### src/rtl/alu_defs.sv
// Shared ALU select codes and multiply-sequencer state encoding.
package alu_defs;

  localparam int unsigned ALU_SELW = 4;

  localparam logic [ALU_SELW-1:0] ALU_ADD = 4'b0000;
  localparam logic [ALU_SELW-1:0] ALU_SUB = 4'b0001;
  localparam logic [ALU_SELW-1:0] ALU_SLL = 4'b0010;
  localparam logic [ALU_SELW-1:0] ALU_XOR = 4'b0101;
  localparam logic [ALU_SELW-1:0] ALU_OR  = 4'b0110;
  localparam logic [ALU_SELW-1:0] ALU_AND = 4'b0111;

  typedef enum logic [1:0] {
    ST_IDLE  = 2'd0,
    ST_ADD   = 2'd1,
    ST_SHIFT = 2'd2,
    ST_DONE  = 2'd3
  } mul_state_t;

endpackage

### src/rtl/alu_mul_seq.sv
// Shift-and-add MUL sequencer that borrows the shared EX-stage ALU while a
// multiply runs and passes EX operands through to it otherwise.
module alu_mul_seq
  import alu_defs::*;
#(
  parameter int unsigned XLEN = 32,
  parameter int unsigned SELW = 4
) (
  input  logic            clk,
  input  logic            rst,
  input  logic [XLEN-1:0] ex_a,
  input  logic [XLEN-1:0] ex_b,
  input  logic [SELW-1:0] ex_sel,
  input  logic            start,
  input  logic            flush,
  input  logic [XLEN-1:0] op_a,
  input  logic [XLEN-1:0] op_b,
  output logic [XLEN-1:0] alu_a,
  output logic [XLEN-1:0] alu_b,
  output logic [SELW-1:0] alu_sel,
  input  logic [XLEN-1:0] alu_out,
  output logic            busy,
  output logic            stall,
  output logic            done,
  output logic [XLEN-1:0] result
);

  mul_state_t      state, state_nx;
  logic [XLEN-1:0] p, m, q;
  logic [XLEN-1:0] q_shr;
  logic            accept;

  assign q_shr  = q >> 1;
  assign accept = start && !flush;

  // Next state and ALU ownership mux; EX operands reach the ALU in IDLE and DONE.
  always_comb begin
    state_nx = state;
    alu_a    = ex_a;
    alu_b    = ex_b;
    alu_sel  = ex_sel;
    case (state)
      ST_IDLE: begin
        if (accept) begin
          if (op_a == '0 || op_b == '0) state_nx = ST_DONE;
          else if (op_b[0])             state_nx = ST_ADD;
          else                          state_nx = ST_SHIFT;
        end
      end
      ST_ADD: begin
        alu_a    = p;
        alu_b    = m;
        alu_sel  = SELW'(ALU_ADD);
        state_nx = ST_SHIFT;
      end
      ST_SHIFT: begin
        alu_a   = m;
        alu_b   = XLEN'(1);
        alu_sel = SELW'(ALU_SLL);
        if (q_shr == '0) state_nx = ST_DONE;
        else if (q[1])   state_nx = ST_ADD;
        else             state_nx = ST_SHIFT;
      end
      default: state_nx = ST_IDLE;
    endcase
    if (flush && state != ST_IDLE) state_nx = ST_IDLE;
  end

  always_ff @(posedge clk or posedge rst) begin
    if (rst) begin
      state  <= ST_IDLE;
      p      <= '0;
      m      <= '0;
      q      <= '0;
      result <= '0;
    end else begin
      state <= state_nx;
      case (state)
        ST_IDLE: begin
          if (accept) begin
            m <= op_a;
            q <= op_b;
            p <= '0;
          end
        end
        ST_ADD: begin
          if (!flush) p <= alu_out;
        end
        ST_SHIFT: begin
          if (!flush) begin
            m <= alu_out;
            q <= q_shr;
          end
        end
        default: ;
      endcase
      // Capture on the edge entering DONE; a zero operand skips straight from IDLE.
      if (state_nx == ST_DONE && state != ST_DONE)
        result <= (state == ST_IDLE) ? '0 : p;
    end
  end

  assign busy  = (state != ST_IDLE);
  assign stall = busy;
  assign done  = (state == ST_DONE);

endmodule
### config.mk
export PLATFORM = sky130hd
export DESIGN_NAME = alu_mul_seq
export DESIGN_NICKNAME = d
export VERILOG_FILES = /design/src/rtl/alu_defs.sv /design/src/rtl/alu_mul_seq.sv
export SDC_FILE = /design/constraint.sdc
export NUM_CORES = 1
export LEC_CHECK = 0
export BUFFER_PORTS_ARGS = -buffer_cell sky130_fd_sc_hd__buf_2
export CORE_MARGIN = 3
export CORE_UTILIZATION = 49
export DETAILED_ROUTE_END_ITERATION = 10
export PLACE_DENSITY = 0.8
export SLEW_MARGIN = 20
export SYNTH_ARGS = -nofsm -noshare
export SYNTH_HDL_FRONTEND = slang
export SYNTH_SLANG_ARGS = --single-unit
export TNS_END_PERCENT = 10
### constraint.sdc
create_clock -name clk -period 5.35 [get_ports clk]
set_input_delay 1.07 -clock clk [delete_from_list [all_inputs] [get_ports clk]]
set_output_delay 1.07 -clock clk [all_outputs]
set_load 0.005 [all_outputs]
# Word level (Yosys, flattened, before mapping)
# Index checks and enable logic that the tools add are counted.
[op_classes]
n_mux = 19
reduce_logical = 14
n_eq_ne = 8
[op_table]
columns = ["cell", "count"]
rows = [
  ["$pmux 32 s2", 5],
  ["$mux 32", 6],
  ["$logic_not 32->1", 3],
  ["$mux 2", 6],
  ["$ne 2x2->1 const B", 4],
  ["$pmux 4 s2", 1],
  ["$eq 2x2->1 const B", 3],
  ["$pmux 2 s3", 1],
  ["$reduce_and 3->1", 2],
  ["$reduce_bool 2->1", 3],
  ["$logic_and 1x1->1", 3],
  ["$eq 2x1->1 const B", 1],
  ["$logic_not 2->1", 1],
  ["$logic_not 1->1", 1],
  ["$logic_or 1x1->1", 1],
]
[word_totals]
out_inout_bits = 103
wordCells = 46
in_bits = 168
regBits = 130

# Longest topological paths before layout
# Gate-level depths: netlist (run 1).
[depth]
word_depth = 8
depth_mapped = 10
mapped_depth_nobuf = 9

# Worst setup path after synthesis (run 1)
# No wires, ideal clock.
[synth_timing]
path_kind = "register to output"
startpoint = "register state[0]"
endpoint = "output alu_a[31]"
t_arrival_ns = 1.898
stages_incl_launch_ff = 8
n_path_buf = 3
required_time_ns = 4.280
path_slack_ns = 2.382
path_cell_list = "dfrtp_1 inv_1 ha_1 clkbuf_1 buf_1 clkbuf_1 a22oi_1 a21oi_1"
[synth_between]
elab_chain_cells = 2
elab_cells_between_ends = 3
classes_between = "2 x eq/ne; 1 x mux"
[synth_rtl]
columns = ["item", "line_no", "text"]
rows = [
  ["start: declaration", "alu_mul_seq.sv:28", "mul_state_t state, state_nx;"],
  ["start signal: assignment", "alu_mul_seq.sv:77", "state <= state_nx;"],
  ["$eq 2x2->1 / $eq 2x1->1 (equally long branches)", "alu_mul_seq.sv:42", "case (state)"],
  ["$pmux 32 s2 *", "alu_mul_seq.sv:42", ""],
  ["end: declaration", "alu_mul_seq.sv:18", "output logic [XLEN-1:0] alu_a,"],
]
# Mark *: on every way between the ends. The rest lies on a longest branch, timed or not.

# Worst setup path in the final report (run 1)
[layout_timing]
startpoint = "register state[0]"
endpoint = "output alu_b[1]"
[layout_between]
elab_chain_cells = 2
elab_cells_between_ends = 3
classes_between = "2 x eq/ne; 1 x mux"
[layout_rtl]
columns = ["item", "line_no", "text"]
rows = [
  ["$eq 2x2->1 / $eq 2x1->1 (equally long branches)", "alu_mul_seq.sv:42", ""],
  ["$pmux 32 s2 *", "alu_mul_seq.sv:42", ""],
  ["end: declaration", "alu_mul_seq.sv:19", "output logic [XLEN-1:0] alu_b,"],
]
# Marks and branches as above.

==> results of run 1 <==
-- layer usage --
metal	up-vias	global-route usage, %
li1	3305	-
met1	3330	35.9
met2	262	43.6
met3	36	6.74
met4	2	8.29
met5	-	0
-- worst min path at each step --
stage / startpoint / endpoint / slack [ns] / depth (start not counted)
after global placement: p[15] / p[15] / 0.47 / 2
after global routing: result[17] / result[17] / 0.51 / 1
after CTS: p[9] / p[9] / 0.49 / 2
after detailed placement: p[21] / p[21] / 0.48 / 2
final: p[9] / p[9] / 0.49 / 2
after floorplan: p[0] / p[0] / 0.45 / 2
-- placed cells by master (no fill, tap or decap), types with 17 or more instances in the layout --
cell	n
buf_2	270
dfrtp_1	129
nor2_1	98
a21oi_1	98
nand2_1	70
nand3_1	63
mux2i_1	62
inv_1	35
o21ai_0	34
and3_1	32
a22o_1	32
a22oi_1	32
nor4_1	23
clkbuf_16	17
-- worst max-delay path, stage by stage (launching register included) --
cell     delay [ns]
dfrtp_1        0.43
inv_1          0.14
ha_4           0.90
buf_4          0.40
nand3_1        0.10
o21ai_0        0.12
buf_2          0.14
-- cell families (layout without fill, tap and decap cells) --
kind of cell               Yosys count  in the layout  synth area share [%]
AOI/OAI and AO/OA                  201            201                  17.7
adders and majority gates            4              4                 0.721
buffers and inverters              106            348                  5.86
DFF                                129            129                  46.5
muxes                               63             63                  9.10
other                                0              1                     0
and+or+nand+nor                    302            302                  20.1
-- per-stage QoR --
stage / area [um2] / util, % / std cells / hold slack [ns]
finish: 9000 / 66.4 / 1224 / 0.490
global route: 9000 / 66.4 / 1224 / 0.508
CTS: 9000 / 66.4 / 1223 / 0.490
detailed placement: 8390 / 61.9 / 1191 / 0.476
global placement: 8390 / 61.9 / 1191 / 0.466
floorplan: 6940 / - / 805 / 0.453
-- state kept, by name, summed over array words and instances (netlist names) --
register and count:
state 2, m 32, p 32, q 31, result 32
-- cell usage after synthesis --
master	count	area, um2
nor4_1	23	144
a22o_1	32	280
nor3_1	1	5.00
o41ai_4	1	27.5
nand2_2	1	6.26
buf_1	15	56.3
dfrtp_1	129	3230
a21oi_1	100	500
a22oi_1	32	240
nor2_1	98	368
mux2_2	1	11.3
nand3_1	63	315
and3_1	32	200
and2_1	1	6.26
nand3b_1	1	7.51
ha_1	4	50.1
buf_4	1	7.51
nor4b_1	2	17.5
o21ai_0	34	170
nand2_1	70	263
buf_2	4	20.0
mux2i_1	62	621
inv_1	36	135
nand4_1	6	37.5
nor2b_1	4	25.0
o21ai_1	1	5.00
clkbuf_1	49	184
a21o_1	1	7.51
clkinv_1	1	3.75
-- power groups by stage --
stage | logic, mW | clock network (mW) | registers, mW
6_report | 2.65 | 1.18 | 1.81
5_1_grt | 2.93 | 1.24 | 1.86
4_1_cts | 2.66 | 1.19 | 1.80
3_5_place_dp | 2.64 | 0 | 1.81
3_3_place_gp | 2.60 | 0 | 1.79
2_1_floorplan | 1.69 | 0 | 1.71
-- final cells by class --
| cell class | count | share of cell area (%) |
|---|---|---|
| antenna | 1 | 0.0278 |
| clock buffer | 22 | 5.27 |
| clock inverter | 10 | 1.47 |
| inverter | 37 | 1.57 |
| multi-input combinational | 570 | 37.5 |
| sequential | 129 | 35.9 |
| tap | 176 | 2.45 |
| timing repair buffer | 279 | 15.9 |
==> results by group, run 1 <==
Setup path
  • Critical Path AT: around 2.8 ns
  • CP endpoint: alu_b[1]
  • Reg-to-Reg Start: state[0]
  • R2R Setup Slk: 2.18 ns
  • R2R depth: 7
  • Origin of the worst setup path: state[0]
  • Capture point of the worst reg-to-reg path: m[11]
  • Critical path endpoint category: output port
  • Crit-path max FO: 106
  • Startpoint types: flip-flop
  • Req. time, crit path: between 4 and 5 ns
  • Kind of critical path: reg -> out

Pwr
  • PwrDens: 626 mW/mm2
  • Sw Pwr: roughly 2.3 mW
  • Power Internal: 3.30 mW
  • Combinational Power Share: between 40 and 50%
  • Pleak: 4.56 nW
  • Clock network power share: between 20% and 30%
  • Power Total: roughly 5.6 mW
  • Sequential power share: 32.1%
  • Sw frac: 41.5%
  • VDD IR max: 0.418 mV

Route
  • Wire per inst: ~18 um
  • Met2 WL: between 10000 and 15000 um
  • # DRC: 0
  • Vias per cell: approximately 5.7
  • Vias post-DR: 6935
  • Starting DRT DRC Count: 661
  • Antenna Nets Post-Route: 0
  • WL met1: 9050 um
  • Pre-Repair DR Iteration Count: 5
  • Routed WL: 21500 um
  • Highest metal used: met5
  • Met3 WL: 1600 um

Placed design
  • Placer Congestion: ~0.88
  • Number of port buffers: 270
  • HPWL after DPL: ~15000 um
  • Pre-CTS WS: 1.93 ns

STA
  • Max Slew Vio Count: 0
  • Final Critical Period: 3.82 ns
  • Slew HR: 30.4%
  • Final period utilization: 71.4%
  • Final setup viols: 0
  • Final hold viol count: 0
  • RSZ-0062 raised after global routing: false
  • Achievable Freq: between 0.2 and 0.3 GHz
  • Setup ws final: 1.53 ns
  • Total Negative Setup Slacks: 0 ns
  • Worst Tran Pin Value: 1.04 ns
  • Final setup skew: around 0.0093 ns

Global routing
  • Vias in the first global route: roughly 6500
  • Pin count of the biggest net entering global routing: around 110
  • Antenna violations before repair: 2
  • Total GRT Usage: 26.9%
  • GR Overflow Total: 0
  • First-pass GRT wire length: 34100 um

Yosys
  • Warning count from the yosys run: 0
  • Flops & latches, synth: roughly 130
  • Post-Syn Nets: 977
  • Count of different cell masters after synthesis: 29
  • Syn Area/Cell: 8.62 um2
  • Mapped cell area: about 0.007 mm2
  • Seq/Total Area, Yosys: 46.5%
  • Post-Synthesis Cells: 805

Clock network
  • Clock Latency Late Sink: 0.42 ns
  • Clock Sinks: 129
  • CTS tree: yes
  • CTS Buf Count: 17
  • Setup bufs post-CTS: 0
  • Clk slew on worst S/H paths: 0.05 ns
  • Cts hold-fix bufs: 0
  • Clk root buf: clkbuf_16
  • Clock Path Buffers: 2
  • H-tree levels: 4
  • Post-cts sizing count: 0

Layout
  • Area delta synth->final: 29.7%
  • Area of the multi-input gates: between 0.003 and 0.004 mm2
  • Fin nets: 1206
  • Filler cells: 1125
  • Register area: 0.00323 mm2
  • Share of layout cells above drive strength 1: 30.6%

Outcome
  • Status: completed

Floorplan
  • Die width: 125 um
  • Die ar.: 0.0156 mm2
  • Die height: 125 um
  • Starting density of the core: 51.2%
  • Rows: 42
  • Ports: 271
  • Core area: 0.0136 mm2

Flow run
  • Maxcap violations: 0

Hold path
  • Hold Crit Class: reg -> reg
No activity file was read; power rests on OpenSTA's default activity.
==> inputs of run 2 (changes only) <==
--- a/config.mk
+++ b/config.mk
@@ -5,11 +5,12 @@
 export SDC_FILE = /design/constraint.sdc
 export NUM_CORES = 1
 export LEC_CHECK = 0
+export ABC_AREA = 1
 export BUFFER_PORTS_ARGS = -buffer_cell sky130_fd_sc_hd__buf_2
 export CORE_MARGIN = 3
-export CORE_UTILIZATION = 49
+export CORE_UTILIZATION = 50
 export DETAILED_ROUTE_END_ITERATION = 10
-export PLACE_DENSITY = 0.8
+export PLACE_DENSITY = 0.81
 export SLEW_MARGIN = 20
 export SYNTH_ARGS = -nofsm -noshare
 export SYNTH_HDL_FRONTEND = slang
==> constraint.sdc (replaced) <==
create_clock -name clk -period 4 [get_ports clk]
set_input_delay 0.8 -clock clk [delete_from_list [all_inputs] [get_ports clk]]
set_output_delay 0.8 -clock clk [all_outputs]
set_load 0.005 [all_outputs]
==> results by group, run 2 <==
Yosys
  • Synth area leader: dfrtp_1 (unchanged)
  • Synth top area share: 44.8% (was 46.5%)
  • Post-Synthesis Cells: 948 (was 805)
  • Mapped cell area: 0.00720 mm2 (was 0.00694 mm2)
  • Post-Syn Nets: 1120 (was 977)
  • Warning count from the yosys run: 0 (unchanged)
  • Synth area leaders: dfrtp_1, nand2_1, inv_1 (was dfrtp_1, mux2i_1, a21oi_1)
  • Seq/Total Area, Yosys: 44.8% (was 46.5%)
  • Count of different cell masters after synthesis: 25 (was 29)
  • Flops & latches, synth: 129 (unchanged)
  • Commonest cells post-synth: nand2_1, dfrtp_1, inv_1 (was dfrtp_1, a21oi_1, nor2_1)
  • Number of synthesized flops with an enable pin: 0 (unchanged)
  • Syn Area/Cell: 7.59 um2 (was 8.62 um2)
  • Ys async rst share: 100% (unchanged)
  • Most used standard cell by instance count after synthesis: nand2_1 (was dfrtp_1)
  • Main flop type after synthesis: dfrtp_1 (unchanged)

Route
  • Routed WL: 22800 um (was 21500 um)
  • Starting DRT DRC Count: 675 (was 661)
  • Vias post-DR: 7422 (was 6935)
  • # DRC: 0 (unchanged)
  • Pre-Repair DR Iteration Count: 5 (unchanged)
  • Antenna Nets Post-Route: 0 (unchanged)
  • Wire per inst: 16.5 um (was 17.6 um)
  • Vias per cell: 5.39 (was 5.67)

STA
  • Total Negative Setup Slacks: 0 ns (unchanged)
  • Setup ws final: 0.708 ns (was 1.53 ns)
  • Slew HR: 37.9% (was 30.4%)
  • RSZ-0062 raised after global routing: false (unchanged)
  • Final setup viols: 0 (unchanged)
  • Final hold viol count: 0 (unchanged)
  • Max Slew Vio Count: 0 (unchanged)
  • Final setup skew: 0.00731 ns (was 0.00928 ns)
  • Final Critical Period: approximately 3.3 ns
  • Hold Slack: 0.468 ns (was 0.490 ns)
  • Worst Tran Pin Value: 0.931 ns (was 1.04 ns)
  • Final period utilization: 82.3%
  • Achievable Freq: 0.304 GHz

Pwr
  • PwrDens: 760 mW/mm2 (was 626 mW/mm2)
  • VDD IR max: 0.399 mV (was 0.418 mV)
  • Pleak: 4.82 nW (was 4.56 nW)

Setup path
  • Reg-to-Reg Start: state[0] (unchanged)
  • R2R Setup Slk: 1.29 ns (was 2.18 ns)
  • Crit-path max FO: 32 (was 106)
  • CP delay by family, top: buffers and inverters (was adder cells)
  • CP peak stage delay: 0.42 ns (was 0.90 ns)
  • Critical Path AT: 2.49 ns (was 2.75 ns)
  • Capture point of the worst reg-to-reg path: result[17] (was m[11])
  • Origin of the worst setup path: state[0] (unchanged)
  • Critical path endpoint category: output port (unchanged)
  • Kind of critical path: reg -> out (unchanged)
  • Buffer and inverter count on the worst path: 3 (unchanged)
  • R2R depth: 9 (was 7)
  • CP max-delay cell: ha_1 (was ha_4)
  • Startpoint types: flip-flop (unchanged)
  • Req. time, crit path: 3.20 ns (was 4.28 ns)
  • WP depth: 6 (unchanged)
  • Crit path cell chain: inv_1 -> ha_1 -> nand2_2 -> buf_4 -> o21ai_0 -> buf_2 (was inv_1 -> ha_4 -> buf_4 -> nand3_1 -> o21ai_0 -> buf_2)

Flow run
  • Maxcap violations: 0 (unchanged)

Floorplan
  • Rows: 43 (was 42)
  • Ports: 271 (unchanged)
  • Starting density of the core: 51.5% (was 51.2%)
  • Die width: 126 um (was 125 um)
  • Die ar.: 0.0159 mm2 (was 0.0156 mm2)
  • Die height: 126 um (was 125 um)
  • Core area: 0.0140 mm2 (was 0.0136 mm2)

Clock network
  • Clock Latency Late Sink: 0.42 ns (about the same)
  • Post-cts sizing count: 0 (unchanged)
  • Clock Path Buffers: 2 (unchanged)
  • Cts hold-fix bufs: 0 (unchanged)
  • CTS Buf Count: 17 (unchanged)
  • CTS tree: yes (unchanged)
  • Setup bufs post-CTS: 0 (unchanged)
  • Clock Sinks: 129 (unchanged)
  • Clk slew on worst S/H paths: 0.05 ns (about the same)
  • Clk root buf: clkbuf_16 (unchanged)
  • H-tree levels: 4 (unchanged)

Layout
  • Top flop regs: m x32, p x32, result x32 (unchanged)
  • Area delta synth->final: 26.9% (was 29.7%)
  • Fin nets: 1352 (was 1206)
  • Area of the multi-input gates: 0.00313 mm2 (was 0.00337 mm2)
  • Share of layout cells above drive strength 1: 27.1% (was 30.6%)
  • Commonest non-fill, non-tap cells in the layout: buf_2, nand2_1, dfrtp_1 (was buf_2, dfrtp_1, nor2_1, a21oi_1, nand2_1)
  • Filler cells: 1275 (was 1125)
  • Most common cell after layout, fill and taps aside: buf_2 (unchanged)
  • Register area: 0.00323 mm2 (unchanged)

Global routing
  • Antenna violations before repair: 5 (was 2)
  • Pin count of the biggest net entering global routing: 105 (was 107)
  • Total GRT Usage: 28.4% (was 26.9%)
  • GR Overflow Total: 0 (unchanged)
  • First-pass GRT wire length: 35900 um (was 34100 um)
  • Vias in the first global route: 6826 (was 6527)

Outcome
  • Status: completed (unchanged)

Hold path
  • Worst Hold End: result[2] (was p[9])
  • Hold Crit Class: reg -> reg (unchanged)
  • Hold Startpoint: result[2] (was p[9])
  • Min-Delay Path Depth: 2 (unchanged)

Placed design
  • Pre-CTS WS: 1.16 ns (was 1.93 ns)
  • Placer Congestion: 0.903 (was 0.876)
  • Number of port buffers: 270 (unchanged)
  • HPWL after DPL: 16700 um (was 15100 um)
-- run 2: cell count changes after synthesis, sizes merged, moves of 37 or more --
cell,previous run,this run
nand2,71,231
a21oi,100,6
inv,36,130
o21ai,35,119
mux2i,62,0
o211ai,0,55
nand4,6,43
-- run 2: final cells by class --
cell class	count	area share, %
repair buffers	284	16.2
inverters	130	5.38
well taps	180	2.47
flip-flops and latches	129	35.3
diodes	4	0.110
clock buffers	26	5.36
clock inverters	5	0.849
multi-input cells	618	34.3
-- run 2: worst reg2reg max path, delay by kind of cell, from the launching register on --
| kind | cells | cell delay, ns |
|---|---|---|
| AND/OR/NAND/NOR | 5 | 1.10 |
| AO/OA/AOI/OAI | 1 | 0.19 |
| flip-flops | 1 | 0.41 |
| buffers and inverters | 2 | 0.34 |
| adder cells (fa/ha/maj) | 1 | 0.56 |
-- run 2: logic make-up after synthesis --
family | after synthesis | share of synthesized area (%)
compound gates | 222 | 19.6
fa+ha+maj | 4 | 0.695
buf+inv | 201 | 11.8
flops | 129 | 44.8
simple gates | 392 | 23.0
-- run 2: layer usage --
metal	wire length (um)	track usage, %	vias to the layer above
met2	10700	44.4	342
li1	-	-	3615
met3	1930	7.46	41
met5	7	0	-
met4	505	9.65	2
met1	9640	38.6	3422
-- run 2: worst max-delay path by stage --
stage / to / slack [ns]
finish: alu_b[31] / 0.71
global route: alu_b[31] / 0.55
CTS: alu_b[31] / 0.70
detailed placement: alu_b[14] / 1.16
global placement: alu_b[31] / 1.18
floorplan: alu_b[0] / 1.59
-- run 2: through the flow --
step                util, %  instance area [um2]  std cells  total power, mW
floorplan                 -                 7200        948             4.26
global placement       61.2                 8560       1341             5.36
detailed placement     61.2                 8560       1341             5.42
CTS                    65.2                 9120       1372             6.95
global route           65.3                 9130       1376             7.48
finish                 65.3                 9130       1376             6.94
-- run 2: report_power, final --
group	total (mW)	internal [mW]	switching [mW]
clock	1.49	0.961	0.534
sequential	2.12	1.90	0.222
combinational	3.33	1.11	2.22
total	6.94	3.97	2.97
==> inputs of run 3 (changes only) <==
--- a/config.mk
+++ b/config.mk
@@ -8,9 +8,9 @@
 export ABC_AREA = 1
 export BUFFER_PORTS_ARGS = -buffer_cell sky130_fd_sc_hd__buf_2
 export CORE_MARGIN = 3
-export CORE_UTILIZATION = 50
+export CORE_UTILIZATION = 45
 export DETAILED_ROUTE_END_ITERATION = 10
-export PLACE_DENSITY = 0.81
+export PLACE_DENSITY = 0.77
 export SLEW_MARGIN = 20
 export SYNTH_ARGS = -nofsm -noshare
 export SYNTH_HDL_FRONTEND = slang
==> constraint.sdc (replaced) <==
create_clock -name clk -period 2.9 [get_ports clk]
set_input_delay 0.58 -clock clk [delete_from_list [all_inputs] [get_ports clk]]
set_output_delay 0.58 -clock clk [all_outputs]
set_load 0.005 [all_outputs]
==> results by group, run 3 (synthesis results as in run 2) <==
Setup path
  • Crit-path max FO: 33 (was 32)
  • R2R Setup Slk: 0.59 ns (was 1.29 ns)
  • Req. time, crit path: 2.32 ns (was 3.20 ns)
  • Critical Path AT: 2.18 ns (was 2.49 ns)
  • Kind of critical path: reg -> out (unchanged)
  • Startpoint types: flip-flop (unchanged)
  • Critical path endpoint category: output port (unchanged)

Floorplan
  • Die width: 132 um (was 126 um)
  • Ports: 271 (unchanged)
  • Die ar.: 0.0175 mm2 (was 0.0159 mm2)
  • Starting density of the core: 46.7% (was 51.5%)
  • Core area: 0.0154 mm2 (was 0.0140 mm2)
  • Rows: 45 (was 43)
  • Die height: 132 um (was 126 um)

Clock network
  • CTS Buf Count: 17 (unchanged)
  • Clock Path Buffers: 2 (unchanged)
  • Clk root buf: clkbuf_16 (unchanged)
  • Clock Latency Late Sink: 0.42 ns (about the same)
  • Cts hold-fix bufs: 0 (unchanged)
  • CTS tree: yes (unchanged)
  • Setup bufs post-CTS: 0 (unchanged)
  • Clock Sinks: 129 (unchanged)
  • Clk slew on worst S/H paths: 0.06 ns (was 0.05 ns)
  • H-tree levels: 4 (unchanged)

Global routing
  • Pin count of the biggest net entering global routing: 73 (was 105)
  • First-pass GRT wire length: 37300 um (was 35900 um)
  • Vias in the first global route: 7049 (was 6826)
  • GR Overflow Total: 0 (unchanged)
  • Antenna violations before repair: 3 (was 5)
  • Total GRT Usage: 26.8% (was 28.4%)

Route
  • Pre-Repair DR Iteration Count: 5 (unchanged)
  • Starting DRT DRC Count: 512 (was 675)
  • Antenna Nets Post-Route: 0 (unchanged)
  • Vias post-DR: 7525 (was 7422)
  • # DRC: 0 (unchanged)
  • Routed WL: 24000 um (was 22800 um)
  • Vias per cell: 5.32 (was 5.39)
  • Wire per inst: 17.0 um (was 16.5 um)

Flow run
  • Maxcap violations: 0 (unchanged)

Layout
  • Top flop regs: m x32, p x32, result x32 (unchanged)
  • Filler cells: 1453 (was 1275)
  • Fin nets: 1359 (was 1352)
  • Area delta synth->final: 30.6% (was 26.9%)
  • Post-route cell area: 0.00940 mm2 (was 0.00913 mm2)
  • Commonest non-fill, non-tap cells in the layout: buf_2, nand2_1, dfrtp_1 (unchanged)
  • Share of layout cells above drive strength 1: 28.2% (was 27.1%)
  • Most common cell after layout, fill and taps aside: buf_2 (unchanged)

STA
  • Final hold viol count: 0 (unchanged)
  • Worst Tran Pin Value: 0.548 ns (was 0.931 ns)
  • RSZ-0062 raised after global routing: false (unchanged)
  • Achievable Freq: ~0.36 GHz
  • Slew HR: 63.4% (was 37.9%)
  • Total Negative Setup Slacks: 0 ns (unchanged)
  • Final setup viols: 0 (unchanged)
  • Hold Slack: 0.275 ns (was 0.468 ns)
  • Final Critical Period: 2.76 ns
  • Final setup skew: 0.00706 ns (was 0.00731 ns)
  • Final period utilization: 95.2%
  • Max Slew Vio Count: 0 (unchanged)

Outcome
  • Status: completed (unchanged)

Placed design
  • Number of port buffers: 270 (unchanged)
  • HPWL after DPL: 17700 um (was 16700 um)
  • Post-DP Area: 0.00871 mm2 (was 0.00856 mm2)
  • Placer Congestion: 0.927 (was 0.903)

Pwr
  • PwrDens: 1080 mW/mm2 (was 760 mW/mm2)
  • Pleak: 4.94 nW (was 4.82 nW)
  • VDD IR max: 0.590 mV (was 0.399 mV)

Hold path
  • Hold Crit Class: in -> async (was reg -> reg)
[run 3: cell count changes in the layout (fill, tap and decap cells not counted), sizes merged]
cell and delta:
buf +7, bufinv +3, clkbuf -4, clkinv +2
diode -1
[run 3: final cells by class]
class	instances	area (um2)	area share [%]
Antenna cell	3	7.51	0.0798
Clock buffer	22	494	5.26
Clock inverter	10	178	1.89
Inverter	130	494	5.26
Multi-Input combinational cell	618	3140	33.4
Sequential cell	129	3230	34.3
Tap cell	211	264	2.81
Timing Repair Buffer	291	1600	17.0
[run 3: where the power goes]
group	leakage (nW)	internal, mW	switching (mW)
registers	1.66	2.62	0.288
logic	2.95	1.65	3.20
clock network	0.332	1.63	0.784
[run 3: critical path, cell delays in order, from the launching register on]
cell and delay (ns):
dfrtp_1 0.38, inv_1 0.09, ha_2 0.45, nand2_4 0.25, buf_4 0.26, o221ai_1 0.17, buf_2 0.15
[run 3: final timing paths]
kind | start | to | cells after the start
worst max-delay path | state[0] | alu_a[27] | 6
worst min-delay path | rst | m[24] | 3
worst max register to register | state[0] | result[15] | 8
worst min register to register | result[14] | result[14] | 2
max in group asynchronous | rst | m[26] | 3
min in group clk | alu_out[21] | p[21] | 3
[run 3: timing repair]
item | CTS | global route
setup endpoints to repair | 44 | 51
pin swaps | 0 | 0
resized for setup | 2 | 3
[run 3: per-layer routing]
metal	wire length [um]	track usage (%)	part of all wire, %
met4	650	9.87	2.7
met1	10200	35.6	42
met2	11600	44.0	48
met3	1560	4.79	6.5
met5	0	0	0
[run 3: metrics by stage]
| step | worst slack, ns | std cells | utilization, % | total power, mW |
|---|---|---|---|---|
| after floorplan | 0.708 | 948 | - | 5.88 |
| final | 0.140 | 1414 | 60.9 | 10.2 |
| after detailed placement | 0.317 | 1379 | 56.5 | 7.72 |
| after CTS | 0.0365 | 1411 | 60.9 | 10.2 |
| after global routing | 0.0237 | 1414 | 60.9 | 10.9 |
| after global placement | 0.382 | 1379 | 56.5 | 7.59 |
